--- src/rtl/student_iis_pkg.sv ---
// ============================================================================
// Module      : student_iis_pkg
// Description : Shared I2S constants, receiver FSM state type and channel enum.
// Revision    : 1.0  initial release
// ============================================================================
`default_nettype none

package student_iis_pkg;

    localparam int IIS_MIN_DATA_SIZE = 8;
    localparam int IIS_MAX_DATA_SIZE = 32;
    localparam int IIS_MAX_SLOT_BITS = 64;
    localparam int IIS_CNT_W         = 6;

    typedef logic [1:0] iis_rx_state_e;

    localparam iis_rx_state_e IIS_ST_UNSYNC = 2'd0;
    localparam iis_rx_state_e IIS_ST_SKIP   = 2'd1;
    localparam iis_rx_state_e IIS_ST_SHIFT  = 2'd2;
    localparam iis_rx_state_e IIS_ST_PAD    = 2'd3;

    typedef enum logic {
        IIS_CH_LEFT  = 1'b0,
        IIS_CH_RIGHT = 1'b1
    } iis_channel_e;

endpackage

`default_nettype wire

--- src/rtl/student_iis_receiver.sv ---
// ============================================================================
// Module      : student_iis_receiver
// Description : Standard I2S stereo receiver driven by BCLK/LRCLK edge strobes.
//               Optional frame error counter enabled by STUDENT_IIS_RX_ERRCNT_EN.
// Revision    : 1.0  initial release
// ============================================================================
`default_nettype none

module student_iis_receiver
    import student_iis_pkg::*;
#(
    parameter int DATA_SIZE = 16,
    parameter int SLOT_BITS = 32
) (
    input  logic                 clk_i,
    input  logic                 rst_i,
    input  logic                 AC_ADC_SDATA,
    input  logic                 BCLK_Rise,
    input  logic                 LRCLK_Fall,
    input  logic                 LRCLK_Rise,
    output logic [DATA_SIZE-1:0] sample_left_o,
    output logic [DATA_SIZE-1:0] sample_right_o,
    output logic                 valid_strobe_out,
    output logic                 busy_o
`ifdef STUDENT_IIS_RX_ERRCNT_EN
    ,
    output logic [7:0]           frame_err_cnt_o
`endif
);

    if (DATA_SIZE < IIS_MIN_DATA_SIZE || DATA_SIZE > IIS_MAX_DATA_SIZE ||
        SLOT_BITS <= DATA_SIZE || SLOT_BITS > IIS_MAX_SLOT_BITS) begin : g_param_check
        $error("student_iis_receiver: DATA_SIZE/SLOT_BITS out of range");
    end

    localparam logic [IIS_CNT_W-1:0] LAST_BIT = IIS_CNT_W'(DATA_SIZE - 1);

    iis_rx_state_e          state_q,       state_d;
    iis_channel_e           chan_q,        chan_d;
    logic [IIS_CNT_W-1:0]   cnt_q,         cnt_d;
    logic [DATA_SIZE-2:0]   shreg_q,       shreg_d;
    logic [DATA_SIZE-1:0]   left_hold_q,   left_hold_d;
    logic                   left_ok_q,     left_ok_d;
    logic [DATA_SIZE-1:0]   sample_left_q, sample_left_d;
    logic [DATA_SIZE-1:0]   sample_right_q, sample_right_d;
    logic                   valid_q,       valid_d;
    logic                   frame_err;
    logic [DATA_SIZE-1:0]   shift_next;

    assign shift_next = {shreg_q, AC_ADC_SDATA};

    always_comb begin
        state_d        = state_q;
        chan_d         = chan_q;
        cnt_d          = cnt_q;
        shreg_d        = shreg_q;
        left_hold_d    = left_hold_q;
        left_ok_d      = left_ok_q;
        sample_left_d  = sample_left_q;
        sample_right_d = sample_right_q;
        valid_d        = 1'b0;
        frame_err      = 1'b0;

        if (LRCLK_Fall && LRCLK_Rise) begin
            state_d   = IIS_ST_UNSYNC;
            cnt_d     = '0;
            left_ok_d = 1'b0;
            frame_err = 1'b1;
        end else if (state_q == IIS_ST_UNSYNC) begin
            if (LRCLK_Fall) begin
                state_d = IIS_ST_SKIP;
                chan_d  = IIS_CH_LEFT;
                cnt_d   = '0;
            end
        end else if (LRCLK_Fall || LRCLK_Rise) begin
            // LRCLK edges win over a coincident BCLK_Rise, so it never counts as the skip bit
            state_d = IIS_ST_SKIP;
            chan_d  = LRCLK_Rise ? IIS_CH_RIGHT : IIS_CH_LEFT;
            cnt_d   = '0;
            if (state_q == IIS_ST_SKIP || state_q == IIS_ST_SHIFT) begin
                left_ok_d = 1'b0;
                frame_err = 1'b1;
            end else if (LRCLK_Fall) begin
                left_ok_d = 1'b0;
            end
        end else if (BCLK_Rise) begin
            case (state_q)
                IIS_ST_SKIP: begin
                    state_d = IIS_ST_SHIFT;
                    cnt_d   = '0;
                end
                IIS_ST_SHIFT: begin
                    shreg_d = shift_next[DATA_SIZE-2:0];
                    cnt_d   = cnt_q + 1'b1;
                    if (cnt_q == LAST_BIT) begin
                        state_d = IIS_ST_PAD;
                        if (chan_q == IIS_CH_LEFT) begin
                            left_hold_d = shift_next;
                            left_ok_d   = 1'b1;
                        end else begin
                            // a right word only publishes when paired with this frame's left word
                            if (left_ok_q) begin
                                sample_left_d  = left_hold_q;
                                sample_right_d = shift_next;
                                valid_d        = 1'b1;
                            end
                            left_ok_d = 1'b0;
                        end
                    end
                end
                default: begin
                end
            endcase
        end
    end

    always_ff @(posedge clk_i or posedge rst_i) begin
        if (rst_i) begin
            state_q        <= IIS_ST_UNSYNC;
            chan_q         <= IIS_CH_LEFT;
            cnt_q          <= '0;
            shreg_q        <= '0;
            left_hold_q    <= '0;
            left_ok_q      <= 1'b0;
            sample_left_q  <= '0;
            sample_right_q <= '0;
            valid_q        <= 1'b0;
        end else begin
            state_q        <= state_d;
            chan_q         <= chan_d;
            cnt_q          <= cnt_d;
            shreg_q        <= shreg_d;
            left_hold_q    <= left_hold_d;
            left_ok_q      <= left_ok_d;
            sample_left_q  <= sample_left_d;
            sample_right_q <= sample_right_d;
            valid_q        <= valid_d;
        end
    end

`ifdef STUDENT_IIS_RX_ERRCNT_EN
    logic [7:0] err_cnt_q, err_cnt_d;

    always_comb begin
        err_cnt_d = err_cnt_q;
        if (frame_err && (err_cnt_q != 8'hFF)) begin
            err_cnt_d = err_cnt_q + 8'd1;
        end
    end

    always_ff @(posedge clk_i or posedge rst_i) begin
        if (rst_i) begin
            err_cnt_q <= 8'd0;
        end else begin
            err_cnt_q <= err_cnt_d;
        end
    end

    assign frame_err_cnt_o = err_cnt_q;
`else
    logic unused_frame_err;
    assign unused_frame_err = frame_err;
`endif

    assign sample_left_o    = sample_left_q;
    assign sample_right_o   = sample_right_q;
    assign valid_strobe_out = valid_q;
    assign busy_o           = (state_q == IIS_ST_SKIP) || (state_q == IIS_ST_SHIFT);

endmodule

`default_nettype wire

--- config.mk ---
export PLATFORM = sky130hd
export DESIGN_NAME = student_iis_receiver
export DESIGN_NICKNAME = d
export VERILOG_FILES = /design/src/rtl/student_iis_pkg.sv /design/src/rtl/student_iis_receiver.sv
export SDC_FILE = /design/constraint.sdc
export NUM_CORES = 1
export LEC_CHECK = 0
export ABC_CLOCK_PERIOD_IN_PS = 4300
export BUFFER_PORTS_ARGS = -buffer_cell sky130_fd_sc_hd__buf_2
export CORE_UTILIZATION = 55
export CTS_CLUSTER_DIAMETER = 200
export DETAILED_ROUTE_END_ITERATION = 8
export PLACE_DENSITY = 0.85
export SLEW_MARGIN = 30
export SYNTH_ARGS = -nofsm -noshare
export SYNTH_HDL_FRONTEND = slang
export SYNTH_SLANG_ARGS = --single-unit
--- constraint.sdc ---
create_clock -name clk_i -period 4.3 [get_ports clk_i]
set_input_delay 0 -clock clk_i [delete_from_list [all_inputs] [get_ports clk_i]]
set_output_delay 0 -clock clk_i [all_outputs]
set_load 0.05 [all_outputs]
# Word-level counts from Yosys, hierarchy flattened
# Index checks and enable logic that the tools add are counted.
word_totals:
  register_bits: 74
  inputBits: 6
  out_inout_bits: 34
  word_cells: 72
op_classes:
  addsub: 1
  eq_ne: 8
  muxes: 33
  bitwise: 4
  n_reduce_logical: 17
op_table:
  columns: ["cell", "count"]
  rows:
  - ["$mux W6", 5]
  - ["$mux W1", 20]
  - ["$mux W2", 6]
  - ["$pmux W6 S2", 1]
  - ["$reduce_and A5 Y1", 2]
  - ["$reduce_bool A3 Y1", 3]
  - ["$reduce_and A8 Y1", 1]
  - ["$reduce_and A7 Y1", 1]
  - ["$add A6 B1 Y6 const B", 1]
  - ["$eq A6 B4 Y1 const B", 1]
  - ["$reduce_and A3 Y1", 2]
  - ["$ne A5 B5 Y1 const B", 1]
  - ["$reduce_bool A5 Y1", 1]
  - ["$ne A2 B2 Y1 const B", 2]
  - ["$ne A4 B4 Y1 const B", 1]
  - ["$not A1 Y1", 4]
  - ["$pmux W2 S2", 1]
  - ["$reduce_and A4 Y1", 1]
  - ["$reduce_bool A4 Y1", 1]
  - ["$ne A3 B3 Y1 const B", 1]
  - ["$eq A2 B1 Y1 const B", 1]
  - ["$eq A2 B2 Y1 const B", 1]
  - ["$logic_not A2 Y1", 1]
  - ["$logic_or A1 B1 Y1", 2]
  - ["2 further kinds", 2]

# Depth between registers and ports, before layout
# Gate-level depths: netlist of run 1.
depth:
  word_depth: 8
  mapped_depth: 8

# Worst setup path before layout of run 1
# No wires, ideal clock.
synth_timing:
  kind: "register to register"
  start: "reg state_q[0]"
  end: "reg sample_left_q[10] (netlist: sample_left_o[10])"
  setup_ps: 125
  arrival_time_ps: 2000
  slack_ps: 2175
  path_stages_with_launch: 8
  n_path_buf: 2
  path_cell_list: "dfrtp_1 inv_1 ha_1 or3b_1 buf_2 nor3_4 buf_6 mux2_2"
synth_via:
  elab_chain_cells: 3
  word_cells_on_any_way: 4
  classes_between: "eq/ne (1); bitwise (1); reduce/logical (2)"
synth_lines:
  columns: ["item", "line_no", "source"]
  rows:
  - ["from (decl)", "student_iis_receiver.sv:38", "iis_rx_state_e state_q, state_d;"]
  - ["from (signal assigned)", "student_iis_receiver.sv:129", "state_q <= state_d;"]
  - ["$logic_not A2 Y1", "student_iis_receiver.sv:69", "end else if (state_q == IIS_ST_UNSYNC) begin"]
  - ["$not A1 Y1 (no line)", null, null]
  - ["$reduce_and A8 Y1 (no line) *", null, null]
  - ["to (signal assigned)", "student_iis_receiver.sv:135", "sample_left_q <= sample_left_d;"]
  - ["to (decl)", "student_iis_receiver.sv:44", "logic [DATA_SIZE-1:0] sample_left_q, sample_left_d;"]
# Every way passes the cells marked *; elsewhere a longest branch is shown, timed or not.
# A chain may end at the register's enable or synchronous reset.

# Final worst setup path of run 1
layout_timing:
  start: "reg state_q[0]"
  end: "reg left_hold_q[4]"
layout_via:
  elab_chain_cells: 3
  word_cells_on_any_way: 4
  classes_between: "eq/ne (1); bitwise (1); reduce/logical (2)"
layout_lines:
  columns: ["item", "line_no", "source"]
  rows:
  - ["$logic_not A2 Y1", "student_iis_receiver.sv:69", null]
  - ["$not A1 Y1 (no line)", null, null]
  - ["$reduce_and A7 Y1 (no line) *", null, null]
  - ["to (signal assigned)", "student_iis_receiver.sv:133", "left_hold_q <= left_hold_d;"]
  - ["to (decl)", "student_iis_receiver.sv:42", "logic [DATA_SIZE-1:0] left_hold_q, left_hold_d;"]
# Marks and branches as above.

==> results of run 1 <==
cell families after synthesis:
logic type      share of synthesized area, %
compound gates                         5.340
simple gates                           6.190
buf+inv                                3.236
flops                                  59.87
fa+ha+maj                              2.427
mux                                    22.94
cell type report:
cell class | instances | area (sq um)
Sequential cell | 74 | 1852
Fill cell | 391 | 1707
Multi-Input combinational cell | 123 | 1141
Timing Repair Buffer | 45 | 250.2
Clock buffer | 11 | 151.4
Tap cell | 70 | 87.58
Clock inverter | 4 | 51.30
Inverter | 8 | 30.03
worst max path at each step:
stage | cells after the start | slack [ns] | end | start
detailed placement | 5 | 1.82 | left_hold_q[10] | state_q[0]
global route | 6 | 1.64 | left_hold_q[4] | state_q[0]
floorplan | 7 | 2.18 | sample_left_o[10] | state_q[0]
global placement | 5 | 1.89 | left_hold_q[8] | state_q[0]
finish | 6 | 1.81 | left_hold_q[4] | state_q[0]
CTS | 6 | 1.80 | left_hold_q[4] | state_q[0]
timing repair:
action | in CTS | in global routing
hold buffers | 4 | 0
endpoints found under the hold margin | 35 | 0
resized for setup | 0 | 0
stage by stage:
stage          power, mW  hold slack, ns  setup WS (ns)  cells
2_1_floorplan     0.8893          0.1471          2.175    213
3_3_place_gp      0.9204          0.1203          1.886    316
3_5_place_dp      0.9261          0.1252          1.816    316
4_1_cts            1.471         0.03423          1.804    335
5_1_grt            1.523         0.08783          1.642    335
6_report           1.454         0.05187          1.809    335
synthesized netlist by cell type (3+ instances only):
cell / n
sky130_fd_sc_hd__a21oi_1: 3
sky130_fd_sc_hd__nand3_1: 3
sky130_fd_sc_hd__mux2_2: 62
sky130_fd_sc_hd__ha_1: 6
sky130_fd_sc_hd__nor3b_1: 3
sky130_fd_sc_hd__inv_1: 8
sky130_fd_sc_hd__dfrtp_1: 74
sky130_fd_sc_hd__nand2_1: 4
sky130_fd_sc_hd__nor2_1: 5
sky130_fd_sc_hd__a31oi_1: 3
sky130_fd_sc_hd__buf_6: 5
sky130_fd_sc_hd__o21ai_0: 11
worst reg2reg max path: stages (launching register included):
cell                       delay (ns)
sky130_fd_sc_hd__dfrtp_1         0.40
sky130_fd_sc_hd__inv_1           0.10
sky130_fd_sc_hd__ha_1            0.22
sky130_fd_sc_hd__nand3b_1        0.09
sky130_fd_sc_hd__or3_1           0.47
sky130_fd_sc_hd__nor3_4          0.67
sky130_fd_sc_hd__mux2_2          0.42
routing by layer:
metal	track usage, %	part of all wire [%]
met5	0	0
met3	3.929	3.6
met1	26.18	48
met4	11.32	2.3
met2	28.57	46
placed cells by master (no fill, tap or decap), types with 2 or more instances in the layout:
cell / instances
sky130_fd_sc_hd__dfrtp_1: 74
sky130_fd_sc_hd__clkbuf_8: 11
sky130_fd_sc_hd__nor3b_1: 3
sky130_fd_sc_hd__mux2_2: 62
sky130_fd_sc_hd__nand2_1: 4
sky130_fd_sc_hd__buf_2: 39
sky130_fd_sc_hd__o31ai_1: 2
sky130_fd_sc_hd__o21ai_0: 11
sky130_fd_sc_hd__nand3_1: 3
sky130_fd_sc_hd__buf_4: 2
sky130_fd_sc_hd__dlygate4sd3_1: 4
sky130_fd_sc_hd__a21oi_1: 3
sky130_fd_sc_hd__a31oi_1: 3
sky130_fd_sc_hd__nor3_4: 2
sky130_fd_sc_hd__inv_1: 7
sky130_fd_sc_hd__ha_1: 6
sky130_fd_sc_hd__nor2_1: 5
state kept, by name, summed over array words and instances (netlist names):
name / flops
cnt_q: 6
shreg_q: 15
left_ok_q: 1
sample_left_o: 16
chan_q: 1
valid_strobe_out: 1
left_hold_q: 16
sample_right_o: 16
state_q: 2
where the power goes:
part / total, mW / leakage, nW / switching (mW) / internal, mW
combinational: 0.179 / 0.766 / 0.118 / 0.0614
clock: 0.536 / 0.101 / 0.240 / 0.296
sequential: 0.738 / 1.03 / 0.0230 / 0.715
==> key figures, run 1 <==
Min path
  • Hold Path Depth: 4
  • Min-Delay Endpoint: chan_q
  • Worst hold start: LRCLK_Fall
  • Type of the worst min-delay path: in -> reg

Route
  • Routed Antenna Nets: 0
  • Detailed-route DRC error count: 0
  • First-pass iteration count of the detailed router: 4
  • Total Wirelength: 4901 um
  • Post-DR vias/cell: 5.382
  • DR WL/cell: 14.63 um
  • DRC violation total after the first TritonRoute iteration: 104
  • Vias: 1803

GRT
  • GRT Util Overall: 19.22%
  • Maximum number of pins on one net before global-route repair: 45
  • Antenna violations before repair: 0
  • Gr ovfl total: 0
  • Via count of the first global-routing pass: 1781
  • First-pass GRT wire length: 8604 um

Critical path
  • CP delay by family, top: simple AND/OR/NAND/NOR gates
  • Series of cell instances along the critical path: inv_1, ha_1, nand3b_1, or3_1, nor3_4, mux2_2
  • Arrival time at the worst endpoint: 2.72 ns
  • R2R cell count: 6
  • Crit start category: flip-flop
  • Worst-path cell with the longest stage delay: sky130_fd_sc_hd__nor3_4
  • Crit Path Class: reg -> reg
  • Reg-to-Reg End: left_hold_q[4]
  • Slowest cell delay on critical path: 0.66 ns
  • Count of buffering cells on the critical path with inverters included: 1
  • Data required time of the critical path: 4.53 ns
  • Register-to-register path setup slack: 1.81 ns
  • Startpoint of the worst register-to-register path: state_q[0]
  • Worst Path Max Fanout: 16
  • Worst Setup End Kind: flip-flop

Place
  • Detailed Place HPWL: 3270 um
  • Routability congestion estimate: 0.7996
  • Port Buffer Count: 39
  • Post-Place Cell Area: 3321 sq um

Flow run
  • Maxcap violations: 0

Status
  • Outcome: finished clean

STA
  • Hold violation count in the final report: 0
  • Number of pins with negative max-slew slack in the final report: 0
  • Number of failing setup endpoints in the final timing report: 0
  • Pin slew with the least headroom to its limit: 0.7914 ns
  • Unrepaired setup endpoints after global routing: false
  • Max-slew headroom at the worst pin: 47.07%
  • Highest clock frequency the design can meet: 401.5 MHz
  • Post-route setup TNS: 0 ns
  • Fin crit period: 2.491 ns
  • Maximum clock skew at final layout: 0.007347 ns
  • Final period util: 57.92%

Clock network
  • Clock transition at the registers of the reported paths: 0.07 ns
  • Clock tree from TritonCTS: done
  • Maximum clock insertion buffer count: 2
  • Num CTS Buffers: 9
  • Post-CTS setup repair buffer count: 0
  • Root cell of the clock tree: sky130_fd_sc_hd__clkbuf_8
  • Depth of the CTS H-tree: 3
  • Clock sink count: 74
  • Worst-skew pair later-pin latency: 0.34 ns

Yosys
  • Post-Synthesis Net Count: 225
  • Synthesized area per cell: 14.52 sq um
  • Share of synthesized flip-flops with an asynchronous set or reset: 100.0%
  • Primary flip-flop cell chosen by synthesis mapping: sky130_fd_sc_hd__dfrtp_1
  • Sequential-to-total area share from yosys stat: 59.87%
  • Synth top area share: 59.87%
  • Number of synthesized flops with an enable pin: 0
  • Dominant cells by area after synthesis: sky130_fd_sc_hd__dfrtp_1 (60%), sky130_fd_sc_hd__mux2_2 (23%), sky130_fd_sc_hd__ha_1 (2.4%)
  • Cell area after technology mapping: 3093 sq um
  • Flip-flop and latch count after synthesis: 74
  • Total number of yosys warnings: 0
  • Top cell type by total area after synthesis: sky130_fd_sc_hd__dfrtp_1
  • Distinct cell type count after synthesis: 35
  • Mapped Cells: 213

Die
  • Vert. Die Dim: 76.99 um
  • Horizontal die dimension: 76.99 um
  • Die Outline Area: 5927 sq um
  • Initial core utilization: 58.69%
  • FP Rows: 26
  • Area of the core: 5270 sq um
  • Ports: 40

Power
  • Pwr dens: 408.0 nW/um^2
  • Leakage component of the power: 1.896 nW
  • Worst vdd ir: 0.0002039 V

Finish
  • Final core area utilization: 67.62%
  • Fraction of final layout cells sized beyond drive strength 1: 46.79%
  • Net count of the finished layout: 273
  • Number of antenna repair diodes: 0
  • Area growth syn-to-layout: 15.21%
  • Final design instance area without fill: 3563 sq um
No activity file was read; power rests on OpenSTA's default activity.
==> run 2: changes to the inputs <==
--- a/config.mk
+++ b/config.mk
@@ -5,12 +5,12 @@
 export SDC_FILE = /design/constraint.sdc
 export NUM_CORES = 1
 export LEC_CHECK = 0
-export ABC_CLOCK_PERIOD_IN_PS = 4300
+export ABC_CLOCK_PERIOD_IN_PS = 2150
 export BUFFER_PORTS_ARGS = -buffer_cell sky130_fd_sc_hd__buf_2
-export CORE_UTILIZATION = 55
+export CORE_UTILIZATION = 51
 export CTS_CLUSTER_DIAMETER = 200
 export DETAILED_ROUTE_END_ITERATION = 8
-export PLACE_DENSITY = 0.85
+export PLACE_DENSITY = 0.84
 export SLEW_MARGIN = 30
 export SYNTH_ARGS = -nofsm -noshare
 export SYNTH_HDL_FRONTEND = slang
==> constraint.sdc (replaced) <==
create_clock -name clk_i -period 2.15 [get_ports clk_i]
set_input_delay 0 -clock clk_i [delete_from_list [all_inputs] [get_ports clk_i]]
set_output_delay 0 -clock clk_i [all_outputs]
set_load 0.05 [all_outputs]
==> run 2 against run 1 <==
Compared with the run above:
- die area is 7.6% higher
- setup slack worse by 1.8 ns
- sequential power is 100% higher
- clock skew is 0.0027 ns higher
- highest routed layer unchanged
- clock power is 120% higher
- maximum frequency is 16% higher
- utilization is 1.4 points lower
- combinational power is 140% higher
==> key figures, run 2 (synthesis gave the netlist of run 1 again) <==
Route
  • Vias: 1907
  • DRC violation total after the first TritonRoute iteration: 139
  • Total Wirelength: 5698 um
  • DR WL/cell: 16.33 um
  • Detailed-route DRC error count: 0
  • Routed Antenna Nets: 0
  • Post-DR vias/cell: 5.464
  • First-pass iteration count of the detailed router: 4

STA
  • Unrepaired setup endpoints after global routing: true
  • Final period util: 99.87%
  • Max-slew headroom at the worst pin: 65.06%
  • Fin crit period: 2.147 ns
  • Number of failing setup endpoints in the final timing report: 0
  • Hold violation count in the final report: 0
  • Pin slew with the least headroom to its limit: 0.5233 ns
  • Highest clock frequency the design can meet: 465.7 MHz
  • Number of pins with negative max-slew slack in the final report: 0
  • Post-route setup TNS: 0 ns
  • Worst hold-check slack: 0.06946 ns
  • Maximum clock skew at final layout: 0.01004 ns

Die
  • Vert. Die Dim: 79.88 um
  • Area of the core: 5675 sq um
  • Initial core utilization: 54.50%
  • Horizontal die dimension: 79.88 um
  • FP Rows: 27
  • Die Outline Area: 6380 sq um
  • Ports: 40

Clock network
  • Clock transition at the registers of the reported paths: 0.07 ns
  • Num CTS Buffers: 9
  • Depth of the CTS H-tree: 3
  • Clock tree from TritonCTS: done
  • Maximum clock insertion buffer count: 2
  • Root cell of the clock tree: sky130_fd_sc_hd__clkbuf_8
  • Clock sink count: 74
  • Worst-skew pair later-pin latency: 0.34 ns

Finish
  • Number of antenna repair diodes: 0
  • Number of fill cells: 403
  • Net count of the finished layout: 285
  • Commonest cells after routing, fill and taps aside: sky130_fd_sc_hd__dfrtp_1 (74), sky130_fd_sc_hd__mux2_2 (62), sky130_fd_sc_hd__buf_2 (39), sky130_fd_sc_hd__o21ai_0 (11), sky130_fd_sc_hd__clkbuf_8 (10)
  • Area growth syn-to-layout: 21.48%
  • Leading cell type in the layout, fill and taps excluded: sky130_fd_sc_hd__dfrtp_1
  • Fraction of final layout cells sized beyond drive strength 1: 51.99%

Power
  • Switching power as a share of total power: 25.89%
  • Pwr dens: 818.4 nW/um^2
  • Worst vdd ir: 0.0004534 V
  • Internal power: 2.279 mW
  • Combinational cell fraction of total power: 14.2%
  • Net Sw Power: 796.1 uW
  • Clock share of power: 37.7%
  • Power share of the sequential group: 48.1%
  • Leakage component of the power: 1.979 nW

Critical path
  • Data required time of the critical path: 2.38 ns
  • Crit Path Class: reg -> reg
  • Worst Path Max Fanout: 17
  • Register-to-register path setup slack: 0.003 ns
  • Crit start category: flip-flop
  • Arrival time at the worst endpoint: 2.38 ns
  • Worst Setup End Kind: flip-flop

Status
  • Outcome: finished clean

GRT
  • Via count of the first global-routing pass: 1960
  • GRT Util Overall: 19.36%
  • First-pass GRT wire length: 9156 um
  • Gr ovfl total: 0
  • Antenna violations before repair: 0
  • Maximum number of pins on one net before global-route repair: 53

Place
  • Routability congestion estimate: 0.8483
  • Detailed Place HPWL: 3697 um
  • Port Buffer Count: 39

Min path
  • Type of the worst min-delay path: in -> reg

Flow run
  • Maxcap violations: 0
-- run 2: changes by cell type in the layout (fill, tap and decap cells not counted), moves of 2 or more --
| cell | delta |
|---|---|
| sky130_fd_sc_hd__buf_4 | +7 |
| sky130_fd_sc_hd__buf_12 | +3 |
| sky130_fd_sc_hd__ha_1 | -3 |
| sky130_fd_sc_hd__ha_2 | +2 |
| sky130_fd_sc_hd__inv_1 | -2 |
| sky130_fd_sc_hd__inv_2 | +2 |
-- run 2: per-stage QoR --
| step | utilization (%) | power (mW) | worst slack, ns | std cells | cell area [sq um] |
|---|---|---|---|---|---|
| floorplan | - | 1.779 | 0.02539 | 213 | 3093 |
| global placement | 60.01 | 1.868 | 0.05042 | 324 | 3406 |
| detailed placement | 60.01 | 1.885 | -0.01457 | 324 | 3406 |
| CTS | 64.57 | 3.049 | 0.009811 | 343 | 3665 |
| global route | 66.20 | 3.206 | -0.07398 | 349 | 3757 |
| finish | 66.20 | 3.075 | 0.002792 | 349 | 3757 |
-- run 2: timing repair --
item / CTS / global route
setup endpoints to repair: 42 / 48
cloned: 0 / 2
pin swaps: 0 / 1
setup buffers: 0 / 4
resized for setup: 1 / 8
hold endpoints to repair: 27 / 0
hold buffers: 4 / 0
-- run 2: layer usage --
metal,track usage [%],vias to the layer above,share of wire [%]
met5,0,-,0
li1,-,885,-
met3,4.457,11,4.4
met4,10.18,0,1.8
met1,24.02,965,45
met2,31.45,46,49
-- run 2: final cells by class --
type,instances,area (sq um),area share [%]
clock buffer,10,137.6,3.663
sequential,74,1852,49.28
multi-input combinational,123,1170,31.14
timing repair buffer,57,399.1,10.62
tap,72,90.09,2.398
clock inverter,5,78.83,2.098
inverter,8,30.03,0.7992
-- run 2: power by group through the flow --
| stage | combinational [mW] | sequential (mW) | clock [mW] |
|---|---|---|---|
| global route | 0.477 | 1.49 | 1.24 |
| CTS | 0.396 | 1.47 | 1.18 |
| detailed placement | 0.386 | 1.50 | 0 |
| floorplan | 0.290 | 1.49 | 0 |
| global placement | 0.371 | 1.50 | 0 |
| finish | 0.436 | 1.48 | 1.16 |
-- run 2: worst paths after layout --
| path | cells past startpoint | from | endpoint |
|---|---|---|---|
| worst min register to register | 1 | sample_left_o[9] | sample_left_o[9] |
| worst min-delay path | 4 | LRCLK_Fall | chan_q |
| min in group asynchronous | 3 | rst_i | sample_right_o[12] |
| max in group asynchronous | 4 | rst_i | shreg_q[4] |
| worst max register to register | 6 | state_q[1] | sample_right_o[8] |
| worst max-delay path | 6 | state_q[1] | sample_right_o[8] |
-- run 2: worst max-delay path, cell delays in order (launching register included) --
cell and delay, ns:
sky130_fd_sc_hd__dfrtp_1 0.42, sky130_fd_sc_hd__inv_2 0.08, sky130_fd_sc_hd__ha_2 0.18, sky130_fd_sc_hd__or3b_4 0.44, sky130_fd_sc_hd__nor3_4 0.36, sky130_fd_sc_hd__buf_12 0.21
sky130_fd_sc_hd__mux2_2 0.35
